--- config.mk ---
export PLATFORM = sky130hd
export DESIGN_NAME = voice_mixer_flat
export DESIGN_NICKNAME = d
export VERILOG_FILES = /design/src/rtl/voice_mixer_if.sv /design/src/rtl/voice_mixer.sv /design/src/flat_wrapper.sv
export SDC_FILE = /design/constraint.sdc
export NUM_CORES = 1
export LEC_CHECK = 0
export ABC_AREA = 1
export BUFFER_PORTS_ARGS = -buffer_cell sky130_fd_sc_hd__buf_2
export CAP_MARGIN = 10
export CELL_PAD_IN_SITES_DETAIL_PLACEMENT = 1
export CELL_PAD_IN_SITES_GLOBAL_PLACEMENT = 2
export CORE_ASPECT_RATIO = 0.6
export CORE_MARGIN = 1
export CORE_UTILIZATION = 31
export DETAILED_ROUTE_END_ITERATION = 8
export PLACE_DENSITY_LB_ADDON = 0.12
export SLEW_MARGIN = 5
export SYNTH_ARGS = -nofsm -noshare
export SYNTH_HDL_FRONTEND = slang
export SYNTH_SLANG_ARGS = --single-unit
export TNS_END_PERCENT = 1
--- constraint.sdc ---
create_clock -name clk -period 4.11 [get_ports clk]
set_input_delay 0.6165 -clock clk [delete_from_list [all_inputs] [get_ports clk]]
set_output_delay 0.6165 -clock clk [all_outputs]
set_load 0.01 [all_outputs]
--- src/rtl/voice_mixer_if.sv ---
// Handshake bundle between dynamics_calc, voice_mixer and the codec path.
// The mixer takes the slave view; the upstream/codec side (or a bench) takes the master view.
interface voice_mixer_if;
  logic               samples_in_ready;
  logic signed [15:0] sample_in1;
  logic signed [15:0] sample_in2;
  logic signed [15:0] sample_in3;
  logic signed [15:0] sample_in4;
  logic signed [15:0] sample_in5;
  logic signed [15:0] sample_in6;
  logic signed [15:0] sample_in7;
  logic signed [15:0] sample_in8;
  logic [7:0]         mute_mask;
  logic signed [15:0] sample_out;
  logic               sample_out_valid;
  logic               sample_out_ack;
  logic               busy;
  logic               clip;
  logic               dropped;

  modport master (
    output samples_in_ready,
    output sample_in1, sample_in2, sample_in3, sample_in4,
    output sample_in5, sample_in6, sample_in7, sample_in8,
    output mute_mask,
    output sample_out_ack,
    input  sample_out, sample_out_valid, busy, clip, dropped
  );

  modport slave (
    input  samples_in_ready,
    input  sample_in1, sample_in2, sample_in3, sample_in4,
    input  sample_in5, sample_in6, sample_in7, sample_in8,
    input  mute_mask,
    input  sample_out_ack,
    output sample_out, sample_out_valid, busy, clip, dropped
  );
endinterface

--- src/rtl/voice_mixer.sv ---
// Serial eight-voice mixer: accumulates one voice per cycle, then shifts,
// saturates and holds a signed 16-bit result behind a valid/ack handshake.
module voice_mixer #(
  parameter int OUT_SHIFT = 1
) (
  input logic          clk,
  input logic          reset,
  voice_mixer_if.slave bus
);

  typedef enum logic [1:0] {IDLE, ACCUM, SCALE, HOLD} state_t;

  localparam logic signed [18:0] SAT_MAX = 19'sd32767;
  localparam logic signed [18:0] SAT_MIN = -19'sd32768;

  state_t state, state_next;

  logic signed [15:0] voice [8];
  logic [7:0]         mask_q;
  logic [2:0]         idx;
  logic signed [18:0] acc;
  logic signed [18:0] addend;
  logic signed [18:0] scaled;
  logic signed [15:0] clamped;
  logic               clipped;
  logic signed [15:0] out_q;
  logic               clip_q;
  logic               dropped_q;
  logic               accept;
  logic               reject;

  // A new set is only taken when idle or when the held result is consumed on the same edge.
  always_comb begin
    accept = bus.samples_in_ready &&
             ((state == IDLE) || ((state == HOLD) && bus.sample_out_ack));
    reject = bus.samples_in_ready && !accept;
  end

  // NOTE: sequential state uses non-blocking (<=) so every register samples pre-edge values.
  always_ff @(posedge clk) begin
    if (!reset) state <= IDLE;
    else        state <= state_next;
  end

  // NOTE: the default assignment up front keeps this combinational block latch-free.
  always_comb begin
    state_next = state;
    case (state)
      IDLE:  if (accept) state_next = ACCUM;
      ACCUM: if (idx == 3'd7) state_next = SCALE;
      SCALE: state_next = HOLD;
      HOLD: begin
        if (accept)                  state_next = ACCUM;
        else if (bus.sample_out_ack) state_next = IDLE;
      end
      default: state_next = IDLE;
    endcase
  end

  always_comb begin
    bus.busy             = (state == ACCUM) || (state == SCALE);
    bus.sample_out_valid = (state == HOLD);
    bus.sample_out       = out_q;
    bus.clip             = clip_q;
    bus.dropped          = dropped_q;
  end

  // NOTE: the voice/mask capture registers carry no reset; every accepted set overwrites them
  // before they are read, so clearing them would only cost reset routing.
  always_ff @(posedge clk) begin
    if (accept) begin
      voice[0] <= bus.sample_in1;
      voice[1] <= bus.sample_in2;
      voice[2] <= bus.sample_in3;
      voice[3] <= bus.sample_in4;
      voice[4] <= bus.sample_in5;
      voice[5] <= bus.sample_in6;
      voice[6] <= bus.sample_in7;
      voice[7] <= bus.sample_in8;
      mask_q   <= bus.mute_mask;
    end
  end

  always_comb begin
    addend = mask_q[idx] ? '0 : {{3{voice[idx][15]}}, voice[idx]};
    scaled = acc >>> OUT_SHIFT;
    if (scaled > SAT_MAX) begin
      clamped = 16'sh7FFF;
      clipped = 1'b1;
    end else if (scaled < SAT_MIN) begin
      clamped = -16'sh8000;
      clipped = 1'b1;
    end else begin
      clamped = scaled[15:0];
      clipped = 1'b0;
    end
  end

  always_ff @(posedge clk) begin
    if (!reset) begin
      idx       <= '0;
      acc       <= '0;
      out_q     <= '0;
      clip_q    <= 1'b0;
      dropped_q <= 1'b0;
    end else begin
      dropped_q <= reject;
      if (accept) begin
        idx <= '0;
        acc <= '0;
      end else if (state == ACCUM) begin
        acc <= acc + addend;
        idx <= idx + 3'd1;
      end
      // sample_out keeps its last value after the ack; only clip follows valid down.
      if (state == SCALE) begin
        out_q  <= clamped;
        clip_q <= clipped;
      end else if ((state == HOLD) && bus.sample_out_ack) begin
        clip_q <= 1'b0;
      end
    end
  end

endmodule

--- src/flat_wrapper.sv ---
// flat-port wrapper written by rule: the top's interface ports become plain ports
module voice_mixer_flat 
#(
  parameter int OUT_SHIFT = 1
)
  (clk, reset, bus_samples_in_ready, bus_sample_in1, bus_sample_in2, bus_sample_in3, bus_sample_in4, bus_sample_in5, bus_sample_in6, bus_sample_in7, bus_sample_in8, bus_mute_mask, bus_sample_out_ack, bus_sample_out, bus_sample_out_valid, bus_busy, bus_clip, bus_dropped);
  voice_mixer_if bus_i ();
  input logic clk;
  input logic reset;
  input wire logic [$bits(bus_i.samples_in_ready)-1:0] bus_samples_in_ready;
  input wire logic [$bits(bus_i.sample_in1)-1:0] bus_sample_in1;
  input wire logic [$bits(bus_i.sample_in2)-1:0] bus_sample_in2;
  input wire logic [$bits(bus_i.sample_in3)-1:0] bus_sample_in3;
  input wire logic [$bits(bus_i.sample_in4)-1:0] bus_sample_in4;
  input wire logic [$bits(bus_i.sample_in5)-1:0] bus_sample_in5;
  input wire logic [$bits(bus_i.sample_in6)-1:0] bus_sample_in6;
  input wire logic [$bits(bus_i.sample_in7)-1:0] bus_sample_in7;
  input wire logic [$bits(bus_i.sample_in8)-1:0] bus_sample_in8;
  input wire logic [$bits(bus_i.mute_mask)-1:0] bus_mute_mask;
  input wire logic [$bits(bus_i.sample_out_ack)-1:0] bus_sample_out_ack;
  output wire logic [$bits(bus_i.sample_out)-1:0] bus_sample_out;
  output wire logic [$bits(bus_i.sample_out_valid)-1:0] bus_sample_out_valid;
  output wire logic [$bits(bus_i.busy)-1:0] bus_busy;
  output wire logic [$bits(bus_i.clip)-1:0] bus_clip;
  output wire logic [$bits(bus_i.dropped)-1:0] bus_dropped;
  assign bus_i.samples_in_ready = bus_samples_in_ready;
  assign bus_i.sample_in1 = bus_sample_in1;
  assign bus_i.sample_in2 = bus_sample_in2;
  assign bus_i.sample_in3 = bus_sample_in3;
  assign bus_i.sample_in4 = bus_sample_in4;
  assign bus_i.sample_in5 = bus_sample_in5;
  assign bus_i.sample_in6 = bus_sample_in6;
  assign bus_i.sample_in7 = bus_sample_in7;
  assign bus_i.sample_in8 = bus_sample_in8;
  assign bus_i.mute_mask = bus_mute_mask;
  assign bus_i.sample_out_ack = bus_sample_out_ack;
  assign bus_sample_out = bus_i.sample_out;
  assign bus_sample_out_valid = bus_i.sample_out_valid;
  assign bus_busy = bus_i.busy;
  assign bus_clip = bus_i.clip;
  assign bus_dropped = bus_i.dropped;
  voice_mixer #(.OUT_SHIFT(OUT_SHIFT)) u_core (.clk(clk), .reset(reset), .bus(bus_i));
endmodule
; After elaboration in Yosys (flattened, before gate mapping)
; Memory sizes are Yosys's and may differ from the RTL's. A register that Yosys moved wholly into a read port is not among the register bits.
; Index checks and enable logic that the tools add are counted.
; Widths: inputs -> output; s select.
[totals]
ff_bits = 50
ramBits = 128
elab_cells = 49
inputBits = 140
out_inout_bits = 20
n_memories = 1
[classes]
reduce_logical = 10
order_cmp = 3
add_sub_neg = 2
eq_ne = 7
bitwise_logic = 1
mux = 18
[memory_table]
columns = memory, depth, width, read_ports, rd_ports_with_merged_regs, wr, line
row1 = u_core.voice, 8, 16, 1, 1, 8, voice_mixer.sv:18  ; logic signed [15:0] voice [8];
[op_table]
columns = operator, n
row1 = $mux 16, 2
row2 = $add 19x19->19, 1
row3 = $mux 19, 1
row4 = $gt 18x16->1 const B, 1
row5 = $lt 18x16->1 const B, 1
row6 = $mux 2, 4
row7 = $pmux 2 s4, 1
row8 = $mux 1, 7
row9 = $mux 3, 2
row10 = $eq 2x2->1 const B, 2
row11 = $lt 3x4->1 const B, 1
row12 = $ne 2x1->1 const B, 2
row13 = $add 3x1->3 const B, 1
row14 = $bmux 1 s3, 1
row15 = $eq 3x3->1 const B, 1
row16 = $logic_and 1x1->1, 3
row17 = $ne 3x2->1 const B, 1
row18 = $reduce_and 3->1, 1
row19 = $eq 2x1->1 const B, 1
row20 = $logic_not 2->1, 1
row21 = $logic_or 1x1->1, 2
row22 = $reduce_bool 2->1, 1
row23 = $reduce_or 2->1, 1
row24 = $logic_not 1->1, 1
row25 = $not 1->1, 1

; Depth between registers and ports, before layout
[logic_depth]
word_depth = 6
mapped_depth = 23
mapped_depth_nobuf = 21

; Worst setup path after synthesis
; OpenSTA, ideal clock, no wires.
[synth_path]
kind = register to register
startpoint = register u_core.state[0]
endpoint = register u_core.acc[10]
required_time_ns = 3.997
path_stages_with_launch = 12
arrival_time_ns = 4.034
setup_slack_ns = -0.037
synth_period_minus_slack_ns = 4.147
setup_ns = 0.113
n_path_buf = 1
path_cell_list = dfxtp_1 > ha_1 > nand2_1 > nand2_1 > nand2_1 > inv_1 > nor2_2 > inv_2 > buf_2 > nor2_1 > o21ai_1 > inv_1
[synth_via]
elab_chain_cells = 5
elab_cells_between_ends = 7
cone_classes = eq/ne (2) / reduce/logical (5)
[synth_rtl]
columns = item, line
row1 = "start, declared", voice_mixer.sv:16  ; state_t state, state_next;
row2 = "start signal, assigned", voice_mixer.sv:42  ; else state <= state_next;
row3 = $eq 2x2->1, -
row4 = named net bus_sample_out_valid, flat_wrapper.sv:22  ; output wire logic [$bits(bus_i.sample_out_valid)-1:0] bus_sample_out_valid;
row5 = $logic_and 1x1->1, voice_mixer.sv:35  ; ((state == IDLE) || ((state == HOLD) && bus.sample_out_ack));
row6 = $logic_or 1x1->1, voice_mixer.sv:35
row7 = $logic_and 1x1->1, voice_mixer.sv:34  ; accept = bus.samples_in_ready &&
row8 = named net u_core.accept, voice_mixer.sv:29  ; logic accept;
row9 = $reduce_or 2->1 (no line), -
row10 = "end signal, assigned", voice_mixer.sv:112  ; acc <= acc + addend;
row11 = "end, declared", voice_mixer.sv:21  ; logic signed [18:0] acc;
; The timed path passes the listed nets, and every way through them passes these cells.
; A chain may end at the register's enable or synchronous reset.

==> implementation parameters <==
Parameter                              Value

Run status
  Result of the run    complete, no violations

Logic synthesis
  Flip-flop and latch count after synthesis    approximately 180
  Fraction of the yosys area taken by sequential cells    60.8%
  Avg Cell Area, Syn    9.73 um^2
  Leading area contributor after synthesis    sky130_fd_sc_hd__edfxtp_1
  Count of synthesis-stage warnings from yosys    0
  Post-Syn Nets    1009
  Leading post-synthesis cells by cell area    sky130_fd_sc_hd__edfxtp_1 50%, sky130_fd_sc_hd__dfxtp_1 11%, sky130_fd_sc_hd__nand2_1 7.5%
  Count of cell types in the netlist    38
  Netlist Area Pre-Place    slightly above 8000 um^2
  Share of the synthesized area in the top cell type    49.8%
  Number of standard cells after synthesis    843

Placed design
  Dpl cells    roughly 1300
  Dpl ws    0.857 ns
  Routability cong.    0.840
  Standard cell area after detailed placement    9360 um^2
  Total of buffers placed on input and output ports    159
  HPWL Detailed    18000 um

Pwr
  Cell leakage power    4.30 nW
  Maximum resistive drop on vdd    0.282 mV
  Power per standard cell area    a little over 600 nW/um^2

GRT
  Via count of the first global-routing pass    6461
  Global-route wire length before repair    38000 um
  Total congestion overflow after global routing    0
  Global-route total usage across every layer    between 10% and 20%
  Maximum number of pins on one net before global-route repair    86
  Number of antenna violations at the first check in global routing    0

Timing
  Max Clock Freq    about 0.31 GHz
  Total count of hold-check failures in the final report    0
  Total of endpoints with negative setup slack in the final report    0
  Final period utilization    79.3%
  Max-slew violation count    0
  Setup total negative slack    0 ns
  RSZ-0062 raised after global routing    no
  Minimum period implied by the final worst setup slack    roughly 3.3 ns
  Slew at the pin closest to its max-slew limit    1.07 ns
  Min setup slack post-route    roughly 0.85 ns
  Relative slew slack    28.7%
  Largest clock skew in the final design    0.00787 ns

Die
  Starting Density    32.0%
  Core box area    about 26000 um^2
  Total number of placement rows    45
  Die Span X    212 um
  I/O pin total    160
  Overall die area    27100 um^2
  Height of the die    128 um

Clocking
  Clock tree from TritonCTS    yes
  Sink Count    181
  Clock latency on the worst-skew pair    roughly 0.45 ns
  Number of H-tree levels    4
  Clock transition at the registers of the reported paths    0.07 ns
  Maximum clock path buffer count    2
  PostCTS Resize Cnt    0
  TritonCTS buffer count    17
  Hold-fix buffers at CTS    0
  Post-CTS setup buffer count    0
  Root buffer cell    sky130_fd_sc_hd__clkbuf_16

Finish
  Post-layout util    about two fifths
  Area growth from synthesis to layout    20.7%
  Number of diodes added for antenna fixing    0
  Count of nets after finishing    about 1200
  Final instance area    9900 um^2
  Final non-filler cell total    1360
  Fraction of final layout cells with drive strength greater than 1    between 20% and 30%
  Leading cell type in the layout, fill and taps excluded    sky130_fd_sc_hd__nand2_1
  Commonest cells after routing, fill and taps aside    164 x sky130_fd_sc_hd__nand2_1, 159 x sky130_fd_sc_hd__buf_2, 136 x sky130_fd_sc_hd__edfxtp_1

Worst setup path
  Largest driver fanout on the critical path    64
  Kind of start point of the critical path    register
  Critical path data required time    4.46 ns
  Worst Path Arrival    around 3.6 ns
  Kind of end point of the critical path    register
  Worst setup path category    register to register

Detailed routing
  DRC errors left    0
  Number of DRC violations after detailed-routing iteration 0    about 360
  Average vias per placed instance    4.68
  Wire per inst    18.0 um
  Pre-antenna DRT Iters    5
  Post-DRT Antenna Nets    0
  Number of vias after detailed routing    6359
  Total routed wirelength    24500 um

Worst hold path
  Path type of the worst min-delay path    input pin to register

Run
  Max-cap viol count    0
==> cells in the mapped netlist <==
library cell               instances
sky130_fd_sc_hd__nand2_1         164
sky130_fd_sc_hd__edfxtp_1        136
sky130_fd_sc_hd__nor2_1          120
sky130_fd_sc_hd__inv_1            79
sky130_fd_sc_hd__o21ai_0          69
sky130_fd_sc_hd__dfxtp_1          45
sky130_fd_sc_hd__a21oi_1          40
sky130_fd_sc_hd__o22ai_1          31
sky130_fd_sc_hd__ha_1             25
sky130_fd_sc_hd__nand3_1          25
sky130_fd_sc_hd__o21ai_1          24
sky130_fd_sc_hd__buf_2            15
sky130_fd_sc_hd__clkbuf_1         14
sky130_fd_sc_hd__inv_2             7
sky130_fd_sc_hd__xor2_1            6
sky130_fd_sc_hd__clkbuf_2          4
sky130_fd_sc_hd__nand2_2           4
sky130_fd_sc_hd__nand3_2           4
sky130_fd_sc_hd__a211oi_1          3
sky130_fd_sc_hd__a21oi_2           3
sky130_fd_sc_hd__nor2_2            3
sky130_fd_sc_hd__xnor2_1           3
sky130_fd_sc_hd__a21o_1            2
sky130_fd_sc_hd__nor4_1            2
sky130_fd_sc_hd__o21bai_1          2
sky130_fd_sc_hd__a21boi_2          1
sky130_fd_sc_hd__a31oi_1           1
sky130_fd_sc_hd__buf_6             1
sky130_fd_sc_hd__fa_1              1
sky130_fd_sc_hd__inv_4             1
sky130_fd_sc_hd__nand2_4           1
sky130_fd_sc_hd__nand2b_1          1
sky130_fd_sc_hd__nand3b_1          1
sky130_fd_sc_hd__nor3_1            1
sky130_fd_sc_hd__o21a_1            1
sky130_fd_sc_hd__o21ai_2           1
sky130_fd_sc_hd__o21bai_4          1
sky130_fd_sc_hd__o31ai_1           1
==> worst max-delay path: stages (launching register included) <==
cell	delay [ns]
sky130_fd_sc_hd__dfxtp_2	0.38
sky130_fd_sc_hd__inv_4	0.46
sky130_fd_sc_hd__o21ai_0	0.16
sky130_fd_sc_hd__o22ai_1	0.19
sky130_fd_sc_hd__nand2_1	0.15
sky130_fd_sc_hd__nand2_1	0.11
sky130_fd_sc_hd__nand2_1	0.05
sky130_fd_sc_hd__inv_1	0.06
sky130_fd_sc_hd__ha_1	0.21
sky130_fd_sc_hd__inv_1	0.12
sky130_fd_sc_hd__fa_1	0.47
sky130_fd_sc_hd__inv_1	0.11
sky130_fd_sc_hd__nand3_1	0.09
sky130_fd_sc_hd__nand3_2	0.11
sky130_fd_sc_hd__nand2_1	0.05
sky130_fd_sc_hd__nand2_1	0.10
sky130_fd_sc_hd__inv_1	0.05
sky130_fd_sc_hd__nand2_1	0.05
sky130_fd_sc_hd__nand3_1	0.06
sky130_fd_sc_hd__nand2_1	0.07
sky130_fd_sc_hd__inv_1	0.03
==> report_power, final <==
group / total (W) / internal, W / switching (W)
Clock: 0.00156 / 0.000788 / 0.000771
Combinational: 0.00189 / 0.000583 / 0.00130
Sequential: 0.00267 / 0.00246 / 0.000211
Total: 0.00612 / 0.00383 / 0.00229
==> registers in the layout, summed over array words and instances (netlist names), named ones only <==
| signal | count |
|---|---|
| u_core.acc | 19 |
| u_core.mask_q | 8 |
| u_core.idx | 3 |
| u_core.bus.clip | 1 |
| u_core.voice | 128 |
| u_core.bus.sample_out | 16 |
| u_core.bus.dropped | 1 |
| u_core.state | 2 |
==> final cells by class <==
cell class	count	area, um^2
fill	2961	15700
sequential	181	4990
multi-input combinational	541	2730
timing repair buffer	167	868
tap	352	440
clock buffer	17	425
inverter	87	333
clock inverter	15	119
==> routing by layer <==
| layer | up-vias | GRT usage (%) | wire length [um] | part of all wire [%] |
|---|---|---|---|---|
| li1 | 3158 | - | - | - |
| met1 | 3030 | 30.4 | 13800 | 56 |
| met2 | 153 | 24.9 | 9230 | 38 |
| met3 | 18 | 5.27 | 1270 | 5.2 |
| met4 | 0 | 4.09 | 159 | 0.65 |
| met5 | - | 0 | 0 | 0 |
==> cells by family (layout without fill, tap and decap cells) <==
family                   after synthesis  after routing  synth area share (%)
AO/OA/AOI/OAI                        180            180                  12.2
XOR/XNOR                               9              9                 0.961
adder cells (fa/ha/maj)               26             26                  4.06
buffers and inverters                121            286                  5.95
flip-flops                           181            181                  60.8
AND/OR/NAND/NOR                      326            326                  16.1
==> metrics by stage <==
stage               power [W]  hold slack [ns]
CTS                   0.00619            0.308
global route          0.00655            0.299
finish                0.00612            0.336
detailed placement    0.00461            0.456
floorplan             0.00393            0.445
global placement      0.00460            0.455
==> final timing paths <==
path	from	end	slack, ns	cells after the start
worst max register to register	register	u_core.acc[18]$_SDFFE_PP0P_	0.85	20
worst max-delay path	register	u_core.acc[18]$_SDFFE_PP0P_	0.85	20
worst min register to register	u_core.bus.sample_out[13]$_SDFFE_PN0P_	u_core.bus.sample_out[13]$_SDFFE_PN0P_	0.47	2
worst min-delay path	bus_sample_in8[14]	u_core.voice[7][14]$_DFFE_PP_	0.34	1
Power figures use the tool's default switching activity.
